===== src/rtl/aes_bram_pkg.sv =====
`default_nettype none
// ============================================================================
// Module   : aes_bram_pkg
// Brief    : Shared types, constants and address check for the AES BRAM port
// Revision : 1.0 - initial release
// ============================================================================
package aes_bram_pkg;

    typedef enum logic [2:0] {
        ST_IDLE     = 3'd0,
        ST_RD_ISSUE = 3'd1,
        ST_RD_WAIT  = 3'd2,
        ST_WR_ISSUE = 3'd3,
        ST_DONE     = 3'd4,
        ST_RELEASE  = 3'd5
    } state_e;

    localparam int unsigned WORD_BYTES = 4;
    localparam logic [3:0]  BE_ALL     = 4'hF;
    localparam int unsigned LAT_CNT_W  = 2;

    // 33-bit compare so a window ending at the top of memory cannot wrap
    function automatic logic addr_in_range(input logic [31:0] addr,
                                           input logic [31:0] base,
                                           input int unsigned depth);
        logic [32:0] lo;
        logic [32:0] hi;
        logic [32:0] a;
        a  = {1'b0, addr};
        lo = {1'b0, base};
        hi = lo + (33'(depth) * 33'(WORD_BYTES));
        return (addr[1:0] == 2'b00) && (a >= lo) && (a < hi);
    endfunction

endpackage
`default_nettype wire


===== src/rtl/aes_bram_port_ctrl_if.sv =====
`default_nettype none
// ============================================================================
// Module   : aes_bram_port_ctrl_if
// Brief    : AES-FSM request side and native BRAM port of the port controller
// Revision : 1.0 - initial release
// ============================================================================
interface aes_bram_port_ctrl_if;

    logic        aes_start_read;
    logic        aes_start_write;
    logic [31:0] aes_bram_addr;
    logic [31:0] aes_bram_write_addr;
    logic [31:0] aes_bram_write_data;
    logic        bram_complete;
    logic [31:0] aes_bram_read_data;
    logic        bram_err;
    logic        ctrl_busy;
    logic        bram_en;
    logic [3:0]  bram_we;
    logic [31:0] bram_addr;
    logic [31:0] bram_wrdata;
    logic [31:0] bram_rddata;

    modport slave (
        input  aes_start_read, aes_start_write, aes_bram_addr,
               aes_bram_write_addr, aes_bram_write_data, bram_rddata,
        output bram_complete, aes_bram_read_data, bram_err, ctrl_busy,
               bram_en, bram_we, bram_addr, bram_wrdata
    );

    modport master (
        output aes_start_read, aes_start_write, aes_bram_addr,
               aes_bram_write_addr, aes_bram_write_data, bram_rddata,
        input  bram_complete, aes_bram_read_data, bram_err, ctrl_busy,
               bram_en, bram_we, bram_addr, bram_wrdata
    );

endinterface
`default_nettype wire


===== src/rtl/aes_bram_lat_cnt.sv =====
`default_nettype none
// ============================================================================
// Module   : aes_bram_lat_cnt
// Brief    : Read-latency down-counter; done while the count sits at zero
// Revision : 1.0 - initial release
// ============================================================================
module aes_bram_lat_cnt
    import aes_bram_pkg::*;
#(
    parameter int unsigned RD_LAT = 1
) (
    input  wire logic clk,
    input  wire logic rst,
    input  wire logic load_i,
    output logic      done_o
);

    logic [LAT_CNT_W-1:0] cnt_q;

    always_ff @(posedge clk) begin
        if (rst) begin
            cnt_q <= '0;
        end else if (load_i) begin
            cnt_q <= LAT_CNT_W'(RD_LAT - 1);
        end else if (cnt_q != '0) begin
            cnt_q <= cnt_q - 1'b1;
        end
    end

    assign done_o = (cnt_q == '0);

endmodule
`default_nettype wire


===== src/rtl/aes_bram_port_ctrl.sv =====
`default_nettype none
// ============================================================================
// Module   : aes_bram_port_ctrl
// Brief    : Single-word read/write sequencer between the AES FSM and a BRAM
// Revision : 1.0 - initial release
// ============================================================================
module aes_bram_port_ctrl
    import aes_bram_pkg::*;
#(
    parameter logic [31:0] BASE_ADDR   = 32'h0000_0000,
    parameter int unsigned DEPTH_WORDS = 1024,
    parameter int unsigned RD_LAT      = 1
) (
    input  wire logic           aes_clk,
    input  wire logic           aes_rst,
    aes_bram_port_ctrl_if.slave bus
);

    state_e      state_q;
    logic        is_wr_q;
    logic        busy_q;
    logic        complete_q;
    logic        err_q;
    logic        en_q;
    logic [3:0]  we_q;
    logic [31:0] addr_q;
    logic [31:0] wrdata_q;
    logic [31:0] rdata_q;

    logic w_cnt_load;
    logic w_cnt_done;
    logic w_req_low;

    assign w_cnt_load = (state_q == ST_RD_ISSUE);
    assign w_req_low  = is_wr_q ? !bus.aes_start_write : !bus.aes_start_read;

    aes_bram_lat_cnt #(
        .RD_LAT (RD_LAT)
    ) u_lat_cnt (
        .clk    (aes_clk),
        .rst    (aes_rst),
        .load_i (w_cnt_load),
        .done_o (w_cnt_done)
    );

    always_ff @(posedge aes_clk) begin
        if (aes_rst) begin
            state_q    <= ST_IDLE;
            is_wr_q    <= 1'b0;
            busy_q     <= 1'b0;
            complete_q <= 1'b0;
            err_q      <= 1'b0;
            en_q       <= 1'b0;
            we_q       <= 4'h0;
            addr_q     <= '0;
            wrdata_q   <= '0;
            rdata_q    <= '0;
        end else begin
            // Strobes default low so each is a single-cycle pulse
            complete_q <= 1'b0;
            err_q      <= 1'b0;
            en_q       <= 1'b0;
            we_q       <= 4'h0;
            case (state_q)
                ST_IDLE: begin
                    if (bus.aes_start_write) begin
                        is_wr_q <= 1'b1;
                        busy_q  <= 1'b1;
                        if (addr_in_range(bus.aes_bram_write_addr, BASE_ADDR, DEPTH_WORDS)) begin
                            en_q     <= 1'b1;
                            we_q     <= BE_ALL;
                            addr_q   <= bus.aes_bram_write_addr;
                            wrdata_q <= bus.aes_bram_write_data;
                            state_q  <= ST_WR_ISSUE;
                        end else begin
                            complete_q <= 1'b1;
                            err_q      <= 1'b1;
                            state_q    <= ST_DONE;
                        end
                    end else if (bus.aes_start_read) begin
                        is_wr_q <= 1'b0;
                        busy_q  <= 1'b1;
                        if (addr_in_range(bus.aes_bram_addr, BASE_ADDR, DEPTH_WORDS)) begin
                            en_q    <= 1'b1;
                            addr_q  <= bus.aes_bram_addr;
                            state_q <= ST_RD_ISSUE;
                        end else begin
                            complete_q <= 1'b1;
                            err_q      <= 1'b1;
                            state_q    <= ST_DONE;
                        end
                    end
                end
                ST_WR_ISSUE: begin
                    complete_q <= 1'b1;
                    state_q    <= ST_DONE;
                end
                ST_RD_ISSUE: begin
                    state_q <= ST_RD_WAIT;
                end
                ST_RD_WAIT: begin
                    if (w_cnt_done) begin
                        rdata_q    <= bus.bram_rddata;
                        complete_q <= 1'b1;
                        state_q    <= ST_DONE;
                    end
                end
                ST_DONE: begin
                    state_q <= ST_RELEASE;
                end
                ST_RELEASE: begin
                    // Level-held request must drop before another is accepted
                    if (w_req_low) begin
                        busy_q  <= 1'b0;
                        state_q <= ST_IDLE;
                    end
                end
                default: begin
                    busy_q  <= 1'b0;
                    state_q <= ST_IDLE;
                end
            endcase
        end
    end

    assign bus.bram_complete      = complete_q;
    assign bus.bram_err           = err_q;
    assign bus.ctrl_busy          = busy_q;
    assign bus.bram_en            = en_q;
    assign bus.bram_we            = we_q;
    assign bus.bram_addr          = addr_q;
    assign bus.bram_wrdata        = wrdata_q;
    assign bus.aes_bram_read_data = rdata_q;

endmodule
`default_nettype wire


===== src/flat_wrapper.sv =====
// flat-port wrapper written by rule: the top's interface ports become plain ports
module aes_bram_port_ctrl_flat import aes_bram_pkg::*;
#(
    parameter logic [31:0] BASE_ADDR   = 32'h0000_0000,
    parameter int unsigned DEPTH_WORDS = 1024,
    parameter int unsigned RD_LAT      = 1
)
  (aes_clk, aes_rst, bus_aes_start_read, bus_aes_start_write, bus_aes_bram_addr, bus_aes_bram_write_addr, bus_aes_bram_write_data, bus_bram_rddata, bus_bram_complete, bus_aes_bram_read_data, bus_bram_err, bus_ctrl_busy, bus_bram_en, bus_bram_we, bus_bram_addr, bus_bram_wrdata);
  aes_bram_port_ctrl_if bus_i ();
  input  wire logic aes_clk;
  input  wire logic aes_rst;
  input wire logic [$bits(bus_i.aes_start_read)-1:0] bus_aes_start_read;
  input wire logic [$bits(bus_i.aes_start_write)-1:0] bus_aes_start_write;
  input wire logic [$bits(bus_i.aes_bram_addr)-1:0] bus_aes_bram_addr;
  input wire logic [$bits(bus_i.aes_bram_write_addr)-1:0] bus_aes_bram_write_addr;
  input wire logic [$bits(bus_i.aes_bram_write_data)-1:0] bus_aes_bram_write_data;
  input wire logic [$bits(bus_i.bram_rddata)-1:0] bus_bram_rddata;
  output wire logic [$bits(bus_i.bram_complete)-1:0] bus_bram_complete;
  output wire logic [$bits(bus_i.aes_bram_read_data)-1:0] bus_aes_bram_read_data;
  output wire logic [$bits(bus_i.bram_err)-1:0] bus_bram_err;
  output wire logic [$bits(bus_i.ctrl_busy)-1:0] bus_ctrl_busy;
  output wire logic [$bits(bus_i.bram_en)-1:0] bus_bram_en;
  output wire logic [$bits(bus_i.bram_we)-1:0] bus_bram_we;
  output wire logic [$bits(bus_i.bram_addr)-1:0] bus_bram_addr;
  output wire logic [$bits(bus_i.bram_wrdata)-1:0] bus_bram_wrdata;
  assign bus_i.aes_start_read = bus_aes_start_read;
  assign bus_i.aes_start_write = bus_aes_start_write;
  assign bus_i.aes_bram_addr = bus_aes_bram_addr;
  assign bus_i.aes_bram_write_addr = bus_aes_bram_write_addr;
  assign bus_i.aes_bram_write_data = bus_aes_bram_write_data;
  assign bus_i.bram_rddata = bus_bram_rddata;
  assign bus_bram_complete = bus_i.bram_complete;
  assign bus_aes_bram_read_data = bus_i.aes_bram_read_data;
  assign bus_bram_err = bus_i.bram_err;
  assign bus_ctrl_busy = bus_i.ctrl_busy;
  assign bus_bram_en = bus_i.bram_en;
  assign bus_bram_we = bus_i.bram_we;
  assign bus_bram_addr = bus_i.bram_addr;
  assign bus_bram_wrdata = bus_i.bram_wrdata;
  aes_bram_port_ctrl #(.BASE_ADDR(BASE_ADDR), .DEPTH_WORDS(DEPTH_WORDS), .RD_LAT(RD_LAT)) u_core (.aes_clk(aes_clk), .aes_rst(aes_rst), .bus(bus_i));
endmodule

===== config.mk =====
export PLATFORM = sky130hd
export DESIGN_NAME = aes_bram_port_ctrl_flat
export DESIGN_NICKNAME = d
export VERILOG_FILES = /design/src/rtl/aes_bram_pkg.sv /design/src/rtl/aes_bram_port_ctrl_if.sv /design/src/rtl/aes_bram_lat_cnt.sv /design/src/rtl/aes_bram_port_ctrl.sv /design/src/flat_wrapper.sv
export SDC_FILE = /design/constraint.sdc
export NUM_CORES = 1
export LEC_CHECK = 0
export BUFFER_PORTS_ARGS = -buffer_cell sky130_fd_sc_hd__buf_4
export CAP_MARGIN = 20
export CORE_MARGIN = 3
export CORE_UTILIZATION = 30
export CTS_CLUSTER_SIZE = 8
export DETAILED_ROUTE_END_ITERATION = 10
export PLACE_DENSITY_LB_ADDON = 0.2
export SLEW_MARGIN = 15
export SYNTH_ARGS = -nofsm -noshare
export SYNTH_HDL_FRONTEND = slang
export SYNTH_SLANG_ARGS = --single-unit

===== constraint.sdc =====
create_clock -name aes_clk -period 4.1 [get_ports aes_clk]
set_clock_uncertainty 0.15 [all_clocks]
set_input_delay 0.205 -clock aes_clk [delete_from_list [all_inputs] [get_ports aes_clk]]
set_output_delay 0.205 -clock aes_clk [all_outputs]
set_load 0.02 [all_outputs]

==> metrics.md, run 1 <==
| Metric | Value |
|---|---|
| Status | `completed` |
| Via count of the first global-routing pass | `4,064` |
| TritonCTS clock tree | `done` |
| Number of maximum-capacitance violations | `0` |
| Post-route ant nets | `0` |
| Synthesis warning total | `0` |
| Hold Path End | `u_core.bus.bram_addr[4]$_SDFFE_PP0P_` |
| Clock root buffer master | `clkbuf_16` |
| Sequential cell area fraction in the yosys report | `0.520` |
| Post-cts repair resize count | `0` |
| Number of search-and-repair iterations in the first detailed-routing pass | `4` |
| Net load switching power | `0.574 mW` |
| Most used standard cells in the synthesized netlist | `142 x nand2_1, 107 x dfxtp_1, 43 x mux2i_1, 36 x a21oi_1, 24 x clkbuf_1` |
| Chip Height | `123 um` |
| Half-perimeter wire length of the detailed placement result | `8890 um` |
| Met2 wire length | `6340 um` |
| Global route overflow | `0` |
| Final setup violation count | `0` |
| Final Routed Wirelength | `12,800 um` |
| Count of state elements after synthesis | `107` |
| Relative contribution of the clock network to total power | `0.370` |
| Net Count, Synth | `594` |
| Type of the setup path with the least slack | `reg -> reg` |
| Detailed-route DRC error count | `0` |
| H-tree depth | `3` |
| Worst stage delay on the critical path | `0.56 ns` |
| Worst endpoint required time | `4.18 ns` |
| Worst R2R End | `u_core.bus.bram_addr[26]$_SDFFE_PP0P_` |
| Row count | `42` |
| Final cell count without fillers | `921` |
| Cell area power density | `338 mW/mm2` |
| Post-Synthesis Mean Instance Area | `8.93 um2` |
| Hold violation count in the final report | `0` |
| Total routing usage reported by global routing | `0.163` |
| Switching portion of total power | `0.246` |
| Setup repair after global routing missed its margin | `no` |
| Number of buffers inserted during clock tree synthesis | `9` |
| Number of sinks handled by clock tree synthesis | `107` |
| Data arrival time of the worst path | `2.11 ns` |
| Combinational Power Share | `0.158` |
| Diodes inserted | `0` |
| Boundary Pins | `236` |
| Critical Path Start Type | `flop` |
| Initial standard-cell utilization of the core | `0.309` |
| Fillcell total | `1,254` |
| Crit path max fanout | `32` |
| Most used flip-flop cell after synthesis | `dfxtp_1` |
| Synthesized instance count | `461` |
| Leak Pwr | `3.11 nW` |
| IO buf count | `235` |
| Crit. End Element | `flop` |
| Vias per Instance | `4.48` |
| Synthesized cell area | `0.00412 mm2` |
| Final slew viol count | `0` |
| Routed wirelength normalized by instance count | `13.9 um` |
| Leading cell type by number of instances after synthesis | `nand2_1` |
| Achievable frequency | `0.493 GHz` |
| Worst hold path cell count | `3` |
| Initial detailed-routing violation count | `218` |
| Highest ir drop seen on vdd | `0.000277 V` |
| Number of vias after detailed routing | `4,128` |
| Area leader, netlist | `dfxtp_1` |
| Antenna violations before repair | `0` |
| Period minus WS final | `2.03 ns` |
| Launch instance of the worst min-delay path | `bus_aes_bram_addr[4]` |
| Clock transition at path regs | `0.07 ns` |
| Relative area change from synthesis to final layout | `68.1%` |
| Part of the power in registers | `0.471` |
| Met3 WL post-DR | `1200 um` |
| Global-route wire length before repair | `19,700 um` |
| Class of the most critical hold timing path | `in -> reg` |
| Internal | `1.76 mW` |
| Main area contributors after synthesis | `dfxtp_1 52%, nand2_1 13%, mux2i_1 10%, a21oi_1 4.4%, and3_1 3.3%` |
| Fraction of layout cells with a size suffix above 1 | `0.350` |
| Area inside the core boundary | `0.0133 mm2` |
| Die span in x | `123 um` |
| Instance count after placement with tap cells included | `840` |
| Share of async-settable or async-resettable flops after synthesis | `0` |
| Cell breakdown of the critical path | `nor3_2, o21ai_1, o32a_4, and3_1` |
| R2R cell count | `4` |
| Count of cell types in the netlist | `39` |
| Hold slack | `0.0161 ns` |
| Post-route clock period utilization | `0.495` |
| Final Net Count | `873` |
| Maximum count of clock buffers along a single path | `2` |
| Max_slew headroom | `0.353` |
| Highest layer used for signal routing | `met4` |
| Count of flip-flops with a built-in enable after synthesis | `0` |
| Post-route setup TNS | `0 ns` |
| Transition time of the tightest slew-check pin | `0.969 ns` |
| Total die area | `0.0152 mm2` |
| Register-to-register setup slack | `2.07 ns` |
| Reg-to-Reg Start | `u_core.state_q[2]$_SDFFE_PP0P_` |
| Placer congestion estimate | `0.741` |
| Insertion delay of the later-clocked pin in the worst-skew pair | `0.34 ns` |
| Buffering stage count on the worst path with inverters included | `0` |
| Family with the most delay on the worst path | `compound AO/OA/AOI/OAI gates` |
| Worst path slowest cell | `o32a_4` |
| Met1 layer wirelength in the final routing | `5070 um` |
| Maximum number of pins on one net before global-route repair | `67` |
| Top-area cell type share of the netlist area | `0.520` |
==> area by class of cell <==
cell class	count	area, um2	share of cell area
sequential	107	2140	0.309
inverter	4	15.0	0.00217
clock inverter	4	50.0	0.00723
clock buffer	12	246	0.0356
tap	176	220	0.0318
timing repair buffer	304	2460	0.355
multi-input combinational	314	1790	0.259
==> cells in the final DEF, fill, tap and decap left out, types with 2 or more instances in the layout <==
cell / count
dlygate4sd3_1: 65
o21bai_1: 2
inv_1: 2
inv_2: 2
dfxtp_1: 107
nand3b_1: 2
a21oi_1: 36
and3_1: 22
nor2b_1: 2
clkinvlp_4: 2
clkbuf_16: 9
clkbuf_1: 2
nand2_1: 142
nand2b_1: 11
buf_4: 237
nor4_1: 11
nor3_1: 5
o211ai_1: 10
o22ai_1: 2
nor2_1: 7
o21ai_0: 2
mux2i_1: 43
==> flip-flops by register name, summed over array words and instances (netlist names) <==
| register | count |
|---|---|
| u_core.bus.aes_bram_read_data | 32 |
| u_core.bus.bram_addr | 32 |
| u_core.bus.bram_complete | 1 |
| u_core.bus.bram_en | 1 |
| u_core.bus.bram_err | 1 |
| u_core.bus.bram_we | 1 |
| u_core.bus.bram_wrdata | 32 |
| u_core.bus.ctrl_busy | 1 |
| u_core.is_wr_q | 1 |
| u_core.state_q | 3 |
| u_core.u_lat_cnt.cnt_q | 2 |
==> cell families after synthesis <==
group	synth area share
xor+xnor	0.00213
mux	0.104
fa+ha+maj	0.00304
compound gates	0.0860
buf+inv	0.0450
simple gates	0.239
flops	0.520
==> worst max path at each step <==
stage	endpoint	slack [ns]	cells after the start	startpoint
after global placement	u_core.bus.aes_bram_read_data[0]$_SDFFE_PP0P_	1.90	4	u_core.state_q[1]$_SDFFE_PP0P_
after detailed placement	u_core.bus.bram_wrdata[26]$_SDFFE_PP0P_	1.84	5	aes_rst
after global routing	u_core.bus.bram_wrdata[23]$_SDFFE_PP0P_	1.92	5	u_core.state_q[2]$_SDFFE_PP0P_
final	u_core.bus.bram_addr[26]$_SDFFE_PP0P_	2.07	4	u_core.state_q[2]$_SDFFE_PP0P_
after CTS	u_core.bus.aes_bram_read_data[10]$_SDFFE_PP0P_	1.90	4	u_core.state_q[1]$_SDFFE_PP0P_
after floorplan	u_core.bus.bram_addr[0]$_SDFFE_PP0P_	2.26	6	u_core.state_q[2]$_SDFFE_PP0P_
==> worst reg2reg max path: stages, from the launching register on <==
cell and delay (ns):
dfxtp_1 0.40, nor3_2 0.37, o21ai_1 0.17, o32a_4 0.56
and3_1 0.26
==> stage by stage <==
stage	setup WS [ns]	util	power (mW)	cell area, um2
floorplan	2.26	-	1.28	4120
global placement	1.90	0.446	1.44	5950
detailed placement	1.84	0.448	1.44	5970
CTS	1.90	0.519	2.38	6920
global route	1.92	0.519	2.45	6920
finish	2.07	0.519	2.34	6920
==> power by group through the flow <==
stage	Sequential [mW]	Combinational, mW	Clock, mW
2_1_floorplan	1.14	0.143	0
3_3_place_gp	1.12	0.311	0
3_5_place_dp	1.12	0.321	0
4_1_cts	1.10	0.371	0.904
5_1_grt	1.11	0.405	0.939
6_report	1.10	0.371	0.866
==> repair_timing <==
item | in CTS | in global routing
hold buffers | 65 | 0
hold endpoints to repair | 65 | 0
buffers inserted | 0 | 0
==> routing by layer <==
| layer | global-route usage | vias to the layer above |
|---|---|---|
| met5 | 0 | - |
| met4 | 0.0464 | 0 |
| met3 | 0.0640 | 19 |
| met2 | 0.280 | 161 |
| met1 | 0.189 | 1849 |
| li1 | - | 2099 |
(Power assumes the default switching activity.)
==> run 2: changes to the inputs <==
--- a/config.mk
+++ b/config.mk
@@ -5,6 +5,7 @@
 export SDC_FILE = /design/constraint.sdc
 export NUM_CORES = 1
 export LEC_CHECK = 0
+export ABC_AREA = 1
 export BUFFER_PORTS_ARGS = -buffer_cell sky130_fd_sc_hd__buf_4
 export CAP_MARGIN = 20
 export CORE_MARGIN = 3
==> constraint.sdc (replaced) <==
create_clock -name aes_clk -period 1.9 [get_ports aes_clk]
set_clock_uncertainty 0.15 [all_clocks]
set_input_delay 0.095 -clock aes_clk [delete_from_list [all_inputs] [get_ports aes_clk]]
set_output_delay 0.095 -clock aes_clk [all_outputs]
set_load 0.02 [all_outputs]
==> run 2 against run 1 <==
  * Final cell count is 12% higher
  * Die area is 3.0% lower
  * First-iteration DRC count is 21% lower
  * Synthesized cell count is 17% higher
  * Critical endpoint is now u_core.is_wr_q$_SDFFE_PP0P_
  * Routed wire length is 4.0% higher
  * Core utilization is 3.8 points higher
  * Critical path depth is 3 higher
==> metrics.md, run 2 <==
| Metric | Value |
|---|---|
| Status | `completed (unchanged)` |
| Leading cell type by number of instances after synthesis | `nor2_1 (was nand2_1)` |
| Half-perimeter wire length of the detailed placement result | `9020 um (was 8890 um)` |
| Post-Synthesis Mean Instance Area | `7.38 um2 (was 8.93 um2)` |
| Total die area | `0.0147 mm2 (was 0.0152 mm2)` |
| Top-area cell type share of the netlist area | `0.537 (was 0.520)` |
| Area leader, netlist | `dfxtp_1 (unchanged)` |
| Leak Pwr | `3.39 nW (was 3.11 nW)` |
| Relative area change from synthesis to final layout | `79.0% (was 68.1%)` |
| Chip Height | `121 um (was 123 um)` |
| Transition time of the tightest slew-check pin | `0.596 ns (was 0.969 ns)` |
| Commonest non-fill, non-tap cells in the layout | `242 x buf_4, 145 x nor2_1, 107 x dfxtp_1, 87 x dlygate4sd3_1, 80 x o21ai_0 (was 237 x buf_4, 142 x nand2_1, 107 x dfxtp_1, 65 x dlygate4sd3_1, 43 x mux2i_1)` |
| Worst hold path cell count | `7 (was 3)` |
| Crit path max fanout | `5 (was 32)` |
| Hold violation count in the final report | `0 (unchanged)` |
| Fillcell total | `1,142 (was 1,254)` |
| Highest ir drop seen on vdd | `0.000630 V (was 0.000277 V)` |
| Initial standard-cell utilization of the core | `0.311 (was 0.309)` |
| Final setup violation count | `0 (unchanged)` |
| Most used flip-flop cell after synthesis | `dfxtp_1 (unchanged)` |
| Global route overflow | `0 (unchanged)` |
| R2R cell count | `7 (was 4)` |
| Row count | `41 (was 42)` |
| Number of maximum-capacitance violations | `0 (unchanged)` |
| Via count of the first global-routing pass | `4,484 (was 4,064)` |
| Synthesized cell area | `0.00399 mm2 (was 0.00412 mm2)` |
| Fraction of layout cells with a size suffix above 1 | `0.317 (was 0.350)` |
| Period minus WS final | `1.77 ns (was 2.03 ns)` |
| Achievable frequency | `0.566 GHz (was 0.493 GHz)` |
| Data arrival time of the worst path | `1.85 ns (was 2.11 ns)` |
| Initial detailed-routing violation count | `172 (was 218)` |
| Number of search-and-repair iterations in the first detailed-routing pass | `4 (unchanged)` |
| Count of state elements after synthesis | `107 (unchanged)` |
| Diodes inserted | `0 (unchanged)` |
| Sequential cell area fraction in the yosys report | `0.537 (was 0.520)` |
| Maximum count of clock buffers along a single path | `2 (unchanged)` |
| Insertion delay of the later-clocked pin in the worst-skew pair | `0.34 ns (about the same)` |
| Net Count, Synth | `674 (was 594)` |
| Count of flip-flops with a built-in enable after synthesis | `0 (unchanged)` |
| Cell area power density | `781 mW/mm2 (was 338 mW/mm2)` |
| Worst endpoint required time | `1.98 ns (was 4.18 ns)` |
| Vias per Instance | `4.42 (was 4.48)` |
| Number of buffers inserted during clock tree synthesis | `9 (unchanged)` |
| Routed wirelength normalized by instance count | `13.0 um (was 13.9 um)` |
| Pwr Total | `5.58 mW (was 2.34 mW)` |
| Final Net Count | `984 (was 873)` |
| Area inside the core boundary | `0.0128 mm2 (was 0.0133 mm2)` |
| Share of async-settable or async-resettable flops after synthesis | `0 (unchanged)` |
| Maximum number of pins on one net before global-route repair | `65 (was 67)` |
| Post-route clock period utilization | `0.931 (was 0.495)` |
| Most used standard cells in the synthesized netlist | `145 x nor2_1, 107 x dfxtp_1, 80 x o21ai_0, 77 x nand2_1, 44 x inv_1 (was 142 x nand2_1, 107 x dfxtp_1, 43 x mux2i_1, 36 x a21oi_1, 24 x clkbuf_1)` |
| Final slew viol count | `0 (unchanged)` |
| Max_slew headroom | `0.602 (was 0.353)` |
| Boundary Pins | `236 (unchanged)` |
| Placer congestion estimate | `0.832 (was 0.741)` |
| Main area contributors after synthesis | `dfxtp_1 54%, nor2_1 14%, o21ai_0 10%, nand2_1 7.2%, a21oi_1 5.0% (was dfxtp_1 52%, nand2_1 13%, mux2i_1 10%, a21oi_1 4.4%, and3_1 3.3%)` |
| Crit. End Element | `flop (unchanged)` |
| Number of vias after detailed routing | `4,542 (was 4,128)` |
| Total routing usage reported by global routing | `0.174 (was 0.163)` |
| Global-route wire length before repair | `20,700 um (was 19,700 um)` |
| IO buf count | `235 (unchanged)` |
| Cell breakdown of the critical path | `inv_1, nand2_2, nor2_1, o21ai_0, nand2_1, a21oi_1, dlygate4sd3_1 (was nor3_2, o21ai_1, o32a_4, and3_1)` |
| Number of sinks handled by clock tree synthesis | `107 (unchanged)` |
| Detailed-route DRC error count | `0 (unchanged)` |
| Clock root buffer master | `clkbuf_16 (unchanged)` |
| Die span in x | `121 um (was 123 um)` |
| Post-route ant nets | `0 (unchanged)` |
| Leading cell type in the layout, fill and taps excluded | `buf_4 (unchanged)` |
| H-tree depth | `3 (unchanged)` |
| Final Routed Wirelength | `13,300 um (was 12,800 um)` |
| Worst stage delay on the critical path | `0.56 ns (about the same)` |
| TritonCTS clock tree | `done (unchanged)` |
| Critical Path Start Type | `flop (unchanged)` |
| Clock transition at path regs | `0.07 ns (about the same)` |
| Count of cell types in the netlist | `17 (was 39)` |
| Worst path slowest cell | `dlygate4sd3_1 (was o32a_4)` |
| Class of the most critical hold timing path | `in -> reg (unchanged)` |
| Type of the setup path with the least slack | `reg -> reg (unchanged)` |
| Synthesis warning total | `0 (unchanged)` |
| Synthesized instance count | `541 (was 461)` |
| Post-route setup TNS | `0 ns (unchanged)` |
| Antenna violations before repair | `0 (unchanged)` |
[run 2: changes by cell type after synthesis, moves of 6 or more]
cell,change
nor2_1,+138
clkbuf_1,-6
buf_2,+6
and3_1,-22
nand3_1,+6
inv_1,+42
o21ai_0,+78
nand2b_1,-11
nand2_1,-65
nor4_1,-11
mux2i_1,-43
o211ai_1,-10
[run 2: metal layers]
layer / track usage / share of wire / vias to the layer above / routed length, um
li1: - / - / 2313 / -
met1: 0.192 / 0.40 / 2026 / 5320
met2: 0.317 / 0.50 / 188 / 6670
met3: 0.0480 / 0.087 / 15 / 1160
met4: 0.0595 / 0.015 / 0 / 196
met5: 0 / 0 / - / 0
[run 2: logic make-up after synthesis]
| kind of cell | after synthesis | synth area share |
|---|---|---|
| AND/OR/NAND/NOR | 232 | 0.226 |
| buffers and inverters | 80 | 0.0822 |
| AO/OA/AOI/OAI | 121 | 0.152 |
| flip-flops | 107 | 0.537 |
| adder cells (fa/ha/maj) | 1 | 0.00314 |
[run 2: where the power goes]
group | switching [mW] | total [mW] | internal [mW]
registers | 0.0676 | 2.43 | 2.36
logic | 0.541 | 1.13 | 0.593
clock network | 0.820 | 2.01 | 1.19
total | 1.43 | 5.58 | 4.15
[run 2: final timing paths]
check / start / endpoint / slack (ns)
worst min-delay path: bus_aes_bram_write_addr[1] / u_core.bus.bram_err$_SDFF_PP0_ / 0.20
worst max-delay path: u_core.state_q[0]$_SDFFE_PP0P_ / u_core.is_wr_q$_SDFFE_PP0P_ / 0.13
worst max register to register: u_core.state_q[0]$_SDFFE_PP0P_ / u_core.is_wr_q$_SDFFE_PP0P_ / 0.13
worst min register to register: u_core.bus.bram_addr[26]$_SDFFE_PP0P_ / u_core.bus.bram_addr[26]$_SDFFE_PP0P_ / 0.29
[run 2: timing repair]
| action | in CTS | in global routing |
|---|---|---|
| endpoints found under the hold margin | 101 | 0 |
| setup buffers | 0 | 1 |
| hold buffers | 87 | 0 |
| setup endpoints to repair | 0 | 13 |
| resized for setup | 0 | 3 |
[run 2: stage by stage]
stage / std cells / instance area, um2 / util / hold WS, ns / worst slack (ns)
4_1_cts: 1027 / 7130 / 0.556 / 0.201 / 0.129
3_3_place_gp: 924 / 5930 / 0.462 / 0.165 / 0.172
2_1_floorplan: 541 / 3990 / - / 0.0799 / 0.338
3_5_place_dp: 924 / 5930 / 0.462 / 0.174 / 0.102
5_1_grt: 1028 / 7140 / 0.557 / 0.273 / -0.00198
6_report: 1028 / 7140 / 0.557 / 0.202 / 0.132
[run 2: final cells by class]
| cell class | count | area (um2) | area share |
|---|---|---|---|
| multi-input cells | 354 | 1530 | 0.215 |
| inverters | 47 | 176 | 0.0247 |
| flip-flops and latches | 107 | 2140 | 0.300 |
| repair buffers | 332 | 2750 | 0.385 |
| well taps | 172 | 215 | 0.0301 |
| clock buffers | 10 | 239 | 0.0335 |
| clock inverters | 6 | 87.6 | 0.0123 |
[run 2: critical path, delay by kind of cell (launching register included)]
family / cells / cell delay (ns)
buffers and inverters: 2 / 0.65
and+or+nand+nor: 3 / 0.32
DFF: 1 / 0.34
AOI/OAI and AO/OA: 2 / 0.20
